===== config.mk =====
export PLATFORM = sky130hd
export DESIGN_NAME = int_sched
export DESIGN_NICKNAME = d
export VERILOG_FILES = /design/src/rtl/int_sched.sv
export SDC_FILE = /design/constraint.sdc
export NUM_CORES = 1
export LEC_CHECK = 0
export ABC_AREA = 1
export CAP_MARGIN = 20
export CELL_PAD_IN_SITES_DETAIL_PLACEMENT = 0
export CELL_PAD_IN_SITES_GLOBAL_PLACEMENT = 1
export CORE_ASPECT_RATIO = 1.2
export CORE_MARGIN = 4
export CORE_UTILIZATION = 23
export CTS_CLUSTER_SIZE = 30
export DETAILED_ROUTE_END_ITERATION = 8
export GPL_TIMING_DRIVEN = 0
export PLACE_DENSITY_LB_ADDON = 0.1
export SYNTH_ARGS = -nofsm -noshare
export SYNTH_HDL_FRONTEND = slang
export SYNTH_SLANG_ARGS = --single-unit

===== constraint.sdc =====
create_clock -name clk -period 1.57 [get_ports clk]
set_input_delay 0.157 -clock clk [delete_from_list [all_inputs] [get_ports clk]]
set_output_delay 0.157 -clock clk [all_outputs]
set_load 0.03 [all_outputs]

===== src/rtl/int_sched.sv =====
// Interrupt scheduler: captures four request edges, picks one by fixed priority,
// and sequences vectored entry (squash + push + jump) and return-from-interrupt.
module int_sched #(
  parameter int              PC_W       = 10,
  parameter logic [PC_W-1:0] VEC_BASE   = 10'h3F0,
  parameter int              VEC_STRIDE = 4
) (
  input  logic            clk,
  input  logic            reset,
  input  logic [3:0]      irq,
  input  logic [3:0]      ie,
  input  logic            gie,
  input  logic [PC_W-1:0] pc_in,
  input  logic            reti,
  output logic            int_take,
  output logic            int_push,
  output logic [PC_W-1:0] push_data,
  output logic [PC_W-1:0] int_vec,
  output logic            int_ret,
  output logic            int_active,
  output logic [3:0]      ack,
  output logic [3:0]      pending
);

  typedef enum logic [1:0] {
    ST_IDLE    = 2'd0,
    ST_ENTER   = 2'd1,
    ST_SERVICE = 2'd2,
    ST_RETURN  = 2'd3
  } state_t;

  state_t          state_r, state_nxt_s;
  logic [3:0]      pending_r, pending_nxt_s, irq_prev_r, clr_s, eligible_s;
  logic [1:0]      sel_r, sel_nxt_s;
  logic            req_s;
  logic [PC_W-1:0] vec_off_s;

  // Lowest set index wins (line 0 is highest priority).
  function automatic logic [1:0] prio_sel(input logic [3:0] m);
    logic [1:0] r;
    casez (m)
      4'b???1: r = 2'd0;
      4'b??10: r = 2'd1;
      4'b?100: r = 2'd2;
      4'b1000: r = 2'd3;
      default: r = 2'd0;
    endcase
    return r;
  endfunction

  function automatic logic [3:0] onehot4(input logic [1:0] i);
    return 4'b0001 << i;
  endfunction

  assign eligible_s = pending_r & ie;
  assign req_s      = gie && (|eligible_s);

  // Next-state and selection latch; RETURN always falls to IDLE so one main-program cycle runs.
  always_comb begin
    state_nxt_s = state_r;
    sel_nxt_s   = sel_r;
    case (state_r)
      ST_IDLE: begin
        if (req_s) begin
          state_nxt_s = ST_ENTER;
          sel_nxt_s   = prio_sel(eligible_s);
        end else begin
          state_nxt_s = ST_IDLE;
        end
      end
      ST_ENTER:   state_nxt_s = ST_SERVICE;
      ST_SERVICE: begin
        if (reti) begin
          state_nxt_s = ST_RETURN;
        end else begin
          state_nxt_s = ST_SERVICE;
        end
      end
      ST_RETURN:  state_nxt_s = ST_IDLE;
      default:    state_nxt_s = ST_IDLE;
    endcase
  end

  // Pending update: a fresh edge on the serviced line outranks its clear.
  always_comb begin
    clr_s         = (state_r == ST_ENTER) ? onehot4(sel_r) : 4'b0000;
    pending_nxt_s = (pending_r & ~clr_s) | (irq & ~irq_prev_r);
  end

  // State, selection and edge-capture registers.
  always_ff @(posedge clk or negedge reset) begin
    if (!reset) begin
      state_r    <= ST_IDLE;
      sel_r      <= 2'd0;
      pending_r  <= 4'b0000;
      irq_prev_r <= 4'b0000;
    end else begin
      state_r    <= state_nxt_s;
      sel_r      <= sel_nxt_s;
      pending_r  <= pending_nxt_s;
      irq_prev_r <= irq;
    end
  end

  assign vec_off_s = PC_W'(sel_r) * PC_W'(VEC_STRIDE);

  // Override lines decoded purely from the state register.
  always_comb begin
    int_take   = 1'b0;
    int_push   = 1'b0;
    int_ret    = 1'b0;
    int_active = 1'b0;
    ack        = 4'b0000;
    int_vec    = VEC_BASE;
    push_data  = pc_in;
    pending    = pending_r;
    case (state_r)
      ST_ENTER: begin
        int_take = 1'b1;
        int_push = 1'b1;
        ack      = onehot4(sel_r);
        int_vec  = VEC_BASE + vec_off_s;
      end
      ST_SERVICE: int_active = 1'b1;
      ST_RETURN: begin
        int_ret    = 1'b1;
        int_active = 1'b1;
      end
      ST_IDLE:    int_take = 1'b0;
      default:    int_take = 1'b0;
    endcase
  end

endmodule

==> metrics.txt, run 1 <==
initial core utilization between 20% and 30%; Buffers on Ports 35; I/O Pins 54; Worst Path Max Fanout 3; Clock transition at path regs roughly 0.070 ns; delay-heaviest family, CP flip-flops; share of layout cells above drive strength 1 37.78%; ANT nets after route 0; r2r setup slk ~0.29 ns; Tmin final between 1 and 1.5 ns; drt first pass iters 4; Post-route DRC 0; worst setup margin 0.07085 ns; Total GRT Usage around 8.8%; Final setup viols 0; Async SR Flop Fraction between 90% and 100%; share of the synthesized area in the top cell type between 40% and 50%; clk_lat worst skew around 0.27 ns; Post-synth EDFFs 0; worst path required time 1.41 ns; NumNets Final 163; maximum VDD drop about 0.63 mV; worst hold path class primary input to asynchronous set/reset pin; MaxCap Viol Count 0; core area approximately 3100 µm²; die height 70.53 µm; post-synthesis sequential area ratio between 40 and 50%; Final Util about two fifths; Vias per Instance between 3 and 4; Leak about 0.62 nW; initial antenna violation count 0; top cells by count, synth buf_4 (19), nand2_1 (14), dfrtp_1 (12), inv_1 (9), o21ai_1 (8); worst path bufs/invs 2; WL per Instance 10.05 µm; worst path cell trace inv_2, ha_2, or2_2, buf_6; final setup skew between 0.001 and 0.0015 ns; CTS Sinks 12; Ys Warns 0; Slew headroom 64.93%; synthesized flop and latch total 12; Synth Cell Area about 750 µm²; GPL Wtd Cong 0.6487; DP HPWL 1.483 mm; ant diodes 0; cts bufs inserted 3; startpoint types flop; CP max stage delay about 0.41 ns; cell type with the largest total area after synthesis dfrtp_1; most numerous cell in the Yosys netlist buf_4; clock root buffer master clkbuf_4; crit path kind flop to output pin; PD cells approximately 1300 nW/µm²; Iter 0 DRT Violations 3; die width approximately 60 µm; CTS Hold Bufs 0; Avg Inst Size Synth roughly 8.5 µm²; final hold viol count 0; die area 4240 µm²; result of the run finished, final reports clean; vias in the first global route 647; worst slew pin tran approximately 0.52 ns; H-tree depth 1; CTS tree yes; Slew Limit Fails 0; Data arrival, critical path 1.34 ns; Core Rows 22; global-route wire length before repair ~2.8 mm; CTS Buffer Depth 2; area growth from synthesis to layout 61.94%; Post-synth top flop dfrtp_1; grt ovf 0; Yosys cell types 17; setup TNS 0 ns; nature of the critical path endpoint output pin; max frequency roughly 0.67 GHz; largest cells by area after synthesis dfrtp_1 (40%), buf_4 (19%), ha_1 (8.3%), nand2_1 (7.0%), o21ai_1 (5.3%); pre-CTS setup slack -0.3048 ns; largest net degree at the start of global routing 13; vias approximately 640; RSZ-0062 raised after global routing yes; Worst path slowest cell dfrtp_2; Mapped Cells slightly below 90; total wire length about 1.7 mm; period utilization 95.49%
[sequential cells by signal, summed over array words and instances, names as in the netlist]
signal	count
pending	4
state_r	2
irq_prev_r	4
sel_r	2
[worst paths after layout]
check	from	endpoint	cells past startpoint
setup / recovery	state_r[0]	int_active	4
hold / removal	reset	pending[3]	1
setup reg to reg	state_r[0]	sel_r[0]	7
hold reg to reg	irq_prev_r[1]	pending[1]	1
max in group asynchronous	reset	state_r[0]	1
min in group clk	irq[3]	irq_prev_r[3]	1
[layout make-up]
cell class | instances | area (µm²)
inverter | 11 | 41.29
sequential | 12 | 301.5
timing repair buffer | 37 | 339.1
buffer | 19 | 142.6
tap | 36 | 45.04
clock buffer | 4 | 36.28
multi-input combinational | 52 | 307.8
fill | 339 | 1869
[per-layer routing]
| metal | global-route usage (%) | routed length [µm] |
|---|---|---|
| met5 | 0 | 0 |
| met4 | 5.172 | 14 |
| met3 | 1.460 | 117 |
| met2 | 15.50 | 976 |
| met1 | 9.459 | 609 |
[cells by family after synthesis]
group                    Yosys count  synth area share, %
AO/OA/AOI/OAI                     10                7.680
adder cells (fa/ha/maj)            5                8.347
buffers and inverters             30                24.54
flip-flops                        12                40.07
other                              2                1.002
AND/OR/NAND/NOR                   29                18.36
[stage by stage]
stage	area (µm²)	cells	hold WS, ns	power, mW
2_1_floorplan	774.5	94	-0.1386	1.023
4_1_cts	1191	169	0.2402	1.590
5_1_grt	1214	171	0.2694	1.736
3_3_place_gp	1170	165	0.3977	1.333
3_5_place_dp	1170	165	0.4022	1.348
6_report	1214	171	0.2315	1.606
[power by group]
part | switching, mW | total (mW) | internal [mW]
Combinational | 0.503 | 0.879 | 0.376
Clock | 0.0982 | 0.239 | 0.141
Sequential | 0.0984 | 0.488 | 0.390
Total | 0.700 | 1.61 | 0.906
[cell usage in the layout, fill, tap and decap left out]
master and instances:
ha_4 1, o21ai_1 8, nand2_2 5, nor2_1 4, dlygate4sd2_1 2, clkbuf_8 1, buf_4 24, clkbuf_4 4
dfrtp_2 1, inv_2 4, clkdlybuf4s15_1 1, nand2_4 1, buf_2 3, nor2_2 3, ha_2 1, clkdlybuf4s50_1 24
o21bai_2 1, inv_1 7, or2_2 1, o22ai_1 1, buf_6 1, ha_1 3, conb_1 8, nand4_1 1
nand3_1 1, nand2_1 13, dfrtp_1 11
[what timing repair did]
action	4_1_cts	5_1_grt
gates resized for setup	48	12
endpoints found under the setup margin	11	9
setup buffers	0	2
(Power assumes the default switching activity.)
==> inputs of run 2 (changes only) <==
--- a/config.mk
+++ b/config.mk
@@ -14,8 +14,9 @@
 export CORE_UTILIZATION = 23
 export CTS_CLUSTER_SIZE = 30
 export DETAILED_ROUTE_END_ITERATION = 8
+export GPL_ROUTABILITY_DRIVEN = 0
 export GPL_TIMING_DRIVEN = 0
-export PLACE_DENSITY_LB_ADDON = 0.1
+export PLACE_DENSITY = 0.78
 export SYNTH_ARGS = -nofsm -noshare
 export SYNTH_HDL_FRONTEND = slang
 export SYNTH_SLANG_ARGS = --single-unit
==> run 2 against run 1 <==
Cell area increased by 0.21%. Combinational power increased by 2.8%. Die area unchanged. Global-route usage decreased by 0.30 points. Sequential share of layout area decreased by 0.15 points.
==> metrics.txt, run 2 (same netlist as run 1, synthesis figures left out) <==
result of the run finished, final reports clean; Top Usage Layer GRT met2; PD cells 1328 nW/µm² (+0.36%); worst setup margin 0.04436 ns (-0.02650 ns); Total Power 1.615 mW (+0.57%); CP max stage delay 0.38 ns (-0.03 ns); worst path required time 1.41 ns (about the same); die width 60.11 µm (unchanged); ANT nets after route 0 (unchanged); Tmin final 1.526 ns (+0.02650 ns); Leak 0.6192 nW (-0.26%); WL per Instance 10.15 µm (+1.0%); CTS Sinks 12 (unchanged); final setup skew 0.001680 ns (+0.0004030 ns); Core Rows 22 (unchanged); H-tree depth 1 (unchanged); total wire length 1.725 mm (+0.41%); commonest non-fill, non-tap cells in the layout clkdlybuf4s50_1 (25), buf_4 (23), nand2_1 (14); nature of the critical path endpoint output pin; Reg2Reg Depth 7 (unchanged); total stage count of the critical path 5 (+1); Total GRT Usage 8.500% (-0.30 points); vias 648 (+1.1%); Slew Limit Fails 0 (unchanged); Worst path slowest cell dfrtp_1; initial antenna violation count 0 (unchanged); global-route wire length before repair 2.725 mm (-3.7%); initial core utilization 24.31% (unchanged); period utilization 97.17% (+1.7 points); CTS Buffer Depth 2 (unchanged); startpoint types flop; crit path kind flop to output pin; worst slew pin tran 0.5199 ns (-0.004464 ns); maximum VDD drop 0.6048 mV (-4.7%); placed inst area 1170 µm² (unchanged); worst path bufs/invs 3 (+1); I/O Pins 54 (unchanged); share of layout cells above drive strength 1 38.06% (+0.28 points); clk_lat worst skew 0.26 ns (about the same); GR Util met1 8.652% (-0.81 points); DP HPWL 1.530 mm (+3.2%); Worst Path Max Fanout 3 (unchanged); Vias per Instance 3.812 (+1.7%); routing usage on met2 15.99% (+0.48 points); drt first pass iters 4 (unchanged); RSZ-0062 raised after global routing yes; Worst Hold Slack 0.2324 ns (+0.0009520 ns); most common cell after layout, fill and taps aside clkdlybuf4s50_1; cts bufs inserted 3 (unchanged); Final setup viols 0 (unchanged); die height 70.53 µm (unchanged); vias in the first global route 621 (-4.0%); NumNets Final 162 (-0.61%); max frequency 0.6555 GHz (-1.7%); worst hold path class primary input to asynchronous set/reset pin; Clock transition at path regs 0.07 ns (about the same); Iter 0 DRT Violations 2 (-1); Buffers on Ports 35 (unchanged); die area 4240 µm² (unchanged); fin area 1216 µm² (+0.21%); Filler cells 317 (-6.5%); pre-CTS setup slack -0.2566 ns (+0.04826 ns); core area 3083 µm² (unchanged); area growth from synthesis to layout 62.27%; final hold viol count 0 (unchanged); ant diodes 0 (unchanged); Data arrival, critical path 1.37 ns (+0.03 ns); grt ovf 0 (unchanged); clock root buffer master clkbuf_4; worst path cell trace buf_6, inv_2, ha_2, or2_4, buf_6; Slew headroom 65.23% (+0.30 points); largest net degree at the start of global routing 13 (unchanged); crit-path most repeated cell buf_6; met3 usage 1.095% (-0.36 points); CTS tree yes; MaxCap Viol Count 0 (unchanged); delay-heaviest family, CP flip-flops; Post-route DRC 0 (unchanged)
[run 2: path summary, 6_finish.rpt]
kind | from | end | slack [ns]
hold / removal | reset | state_r[0] | 0.23
hold reg to reg | irq_prev_r[1] | pending[1] | 0.41
setup / recovery | state_r[0] | int_active | 0.04
min in group clk | irq[1] | irq_prev_r[1] | 0.35
setup reg to reg | state_r[0] | sel_r[0] | 0.30
max in group asynchronous | reset | sel_r[1] | 0.99
[run 2: timing repair]
action                                  CTS  global route
hold buffers                              0             0
endpoints found under the setup margin   10             8
setup buffers                             1             0
gates resized for setup                  55             4
pin swaps                                 0             0
[run 2: area by class of cell]
class / count / area (µm²) / area share (%)
Multi-Input combinational cell: 52 / 312.8 / 25.72
Inverter: 11 / 41.29 / 3.395
Buffer: 19 / 142.6 / 11.73
Sequential cell: 12 / 300.3 / 24.69
Clock buffer: 4 / 36.28 / 2.984
Tap cell: 36 / 45.04 / 3.704
Timing Repair Buffer: 36 / 337.8 / 27.78
[run 2: power by group]
group / switching [mW] / total [mW] / internal, mW / leakage (nW)
clock: 0.0969 / 0.238 / 0.141 / 0.0210
combinational: 0.518 / 0.904 / 0.386 / 0.464
sequential: 0.0860 / 0.473 / 0.388 / 0.134
total: 0.701 / 1.62 / 0.914 / 0.619
[run 2: routing by layer]
layer,vias up,share of wire (%)
met5,-,0
met4,0,0.75
met3,2,6.4
met2,21,59
met1,288,34
li1,337,-
[run 2: through the flow]
step / setup TNS (ns) / instances / util, %
after CTS: 0 / 170 / 39.45
after floorplan: -0.03589 / 94 / -
after global placement: -1.564 / 165 / 37.95
final: 0 / 170 / 39.45
after detailed placement: -1.739 / 165 / 37.95
after global routing: -0.002593 / 170 / 39.45
==> inputs of run 3 (changes only) <==
--- a/config.mk
+++ b/config.mk
@@ -6,17 +6,18 @@
 export NUM_CORES = 1
 export LEC_CHECK = 0
 export ABC_AREA = 1
-export CAP_MARGIN = 20
+export CAP_MARGIN = 5
 export CELL_PAD_IN_SITES_DETAIL_PLACEMENT = 0
 export CELL_PAD_IN_SITES_GLOBAL_PLACEMENT = 1
 export CORE_ASPECT_RATIO = 1.2
 export CORE_MARGIN = 4
-export CORE_UTILIZATION = 23
+export CORE_UTILIZATION = 24
+export CTS_BUF_LIST = sky130_fd_sc_hd__clkbuf_4
 export CTS_CLUSTER_SIZE = 30
 export DETAILED_ROUTE_END_ITERATION = 8
 export GPL_ROUTABILITY_DRIVEN = 0
 export GPL_TIMING_DRIVEN = 0
-export PLACE_DENSITY = 0.78
+export PLACE_DENSITY = 0.81
 export SYNTH_ARGS = -nofsm -noshare
 export SYNTH_HDL_FRONTEND = slang
 export SYNTH_SLANG_ARGS = --single-unit
==> run 3 against run 2 <==
Clock skew rose by 0.0048 ns. Critical path type unchanged. Register-to-register slack barely moved. Via count rose by 3.7%. Cell count down 0.59%. Hold slack worse by 0.00097 ns. Worst setup slack better by 0.0076 ns. Sequential share of layout area fell by 0.10 points. Critical path depth is 4 lower. Global-route usage is 0.49 points higher. Wire length up 2.8%.
==> metrics.txt, run 3 (same netlist as run 1, synthesis figures left out) <==
period utilization 96.69% (-0.48 points); Cell Int Power 0.8723 mW (-4.6%); logic gate share of total power 57.2% (+1.2 points); PD cells 1290 nW/µm² (-2.9%); maximum VDD drop 0.4886 mV (-19%); most common cell after layout, fill and taps aside clkdlybuf4s50_1; worst path required time 1.41 ns (about the same); Final setup viols 0 (unchanged); Total Power 1.581 mW (-2.1%); placed inst area 1167 µm² (-0.21%); ant diodes 0 (unchanged); max frequency 0.6587 GHz (+0.50%); fin cells 169 (-0.59%); die width 59.01 µm (-1.8%); setup TNS 0 ns (unchanged); fin area 1226 µm² (+0.82%); area growth from synthesis to layout 63.61%; Leak 0.6225 nW (+0.52%); Data arrival, critical path 1.36 ns (about the same); Iter 0 DRT Violations 5 (+3); NetSw 0.7090 mW (+1.1%); Tmin final 1.518 ns (-0.007595 ns); worst path bufs/invs 1 (-2); crit path kind flop to output pin; reg2reg start state_r[0]; clock root buffer master clkbuf_4; Total GRT Usage 8.986% (+0.49 points); Filler cells 320 (+0.95%); Switching Fraction 44.83% (+1.4 points); core area 2890 µm² (-6.3%); Placed Instances 163 (-1.2%); CP max stage delay 0.69 ns (+0.31 ns); final setup skew 0.006455 ns (+0.004776 ns); Critical R2R Capture sel_r[0]; die height 69.22 µm (-1.9%); startpoint types flop; worst hold path class primary input to asynchronous set/reset pin; result of the run finished, final reports clean; Vias per Instance 3.976 (+4.3%); MaxCap Viol Count 0 (unchanged); Core Rows 21 (-4.5%); WL per Instance 10.49 µm (+3.4%); Reg2Reg Depth 7 (unchanged); Post-route DRC 0 (unchanged); cts bufs inserted 3 (unchanged); NumNets Final 163 (+0.62%); largest net degree at the start of global routing 13 (unchanged); worst slew pin tran 0.5193 ns (-0.0006433 ns); Worst Hold Slack 0.2314 ns (-0.0009730 ns); CTS Buffer Depth 2 (unchanged); Buffers on Ports 35 (unchanged); I/O Pins 54 (unchanged); clk_lat worst skew 0.26 ns (about the same); Clock transition at path regs 0.07 ns (about the same); DP HPWL 1.541 mm (+0.72%); die area 4084 µm² (-3.7%); CTS Hold Bufs 0 (unchanged); vias in the first global route 641 (+3.2%); Slew Limit Fails 0 (unchanged); drt first pass iters 2 (-2); clock network power share 11.8% (-2.9 points); initial antenna violation count 0 (unchanged); delay-heaviest family, CP buffers and inverters; RSZ-0062 raised after global routing yes; initial core utilization 25.93% (+1.6 points); grt ovf 0 (unchanged); vias 672 (+3.7%); Seq pwr share 31.1% (+1.8 points); CTS Sinks 12 (unchanged); total wire length 1.773 mm (+2.8%); commonest non-fill, non-tap cells in the layout clkdlybuf4s50_1 (24), buf_4 (22), nand2_1 (14); Slew headroom 65.27% (about the same); Worst Path Max Fanout 4 (+1); Worst path slowest cell clkdlybuf4s50_1; global-route wire length before repair 2.815 mm (+3.3%); ANT nets after route 0 (unchanged); worst path cell trace clkdlybuf4s50_1; H-tree depth 1 (unchanged); r2r setup slk 0.29 ns (about the same); share of layout cells above drive strength 1 38.52% (+0.46 points); CTS tree yes; nature of the critical path endpoint output pin; final hold viol count 0 (unchanged)
## run 3: how the worst max path moves through the flow
stage / start / to / slack [ns] / depth (start not counted)
after global routing: state_r[1] / ack[3] / -0.01 / 5
after global placement: state_r[1] / ack[2] / -0.25 / 5
after CTS: state_r[1] / int_push / 0.004 / 3
final: pending[1] / pending[1] / 0.05 / 1
after detailed placement: state_r[1] / ack[2] / -0.27 / 5
after floorplan: state_r[1] / ack[1] / -0.02 / 4
## run 3: cell type report
| type | count | area [µm²] | area share, % |
|---|---|---|---|
| repair buffers | 37 | 351.6 | 28.67 |
| multi-input cells | 52 | 320.3 | 26.12 |
| flip-flops and latches | 12 | 301.5 | 24.59 |
| plain buffers | 19 | 142.6 | 11.63 |
| well taps | 34 | 42.54 | 3.469 |
| inverters | 11 | 41.29 | 3.367 |
| clock buffers | 3 | 22.52 | 1.837 |
| clock inverters | 1 | 3.754 | 0.3061 |
## run 3: layer usage
metal	routed length [µm]	part of all wire, %	up-vias	track usage (%)
met3	128	7.2	2	1.676
li1	-	-	338	-
met4	19	1.1	0	4.534
met2	1068	60	22	17.20
met1	556	31	310	8.571
met5	0	0	-	0
## run 3: timing repair
action | 4_1_cts | 5_1_grt
endpoints found under the hold margin | 0 | 0
resized for setup | 48 | 18
setup buffers | 1 | 1
setup endpoints to repair | 10 | 10
## run 3: per-stage QoR
step | util (%) | worst slack [ns]
final | 42.42 | 0.05195
after global routing | 42.42 | -0.01319
after CTS | 41.21 | 0.003838
after detailed placement | 40.39 | -0.2739
after global placement | 40.39 | -0.2541
after floorplan | - | -0.01795
## run 3: power groups by stage
stage | Combinational, mW | Sequential, mW | Clock [mW]
global route | 0.985 | 0.508 | 0.221
detailed placement | 0.863 | 0.480 | 0
finish | 0.904 | 0.491 | 0.186
global placement | 0.850 | 0.477 | 0
CTS | 0.873 | 0.480 | 0.201
floorplan | 0.506 | 0.517 | 0
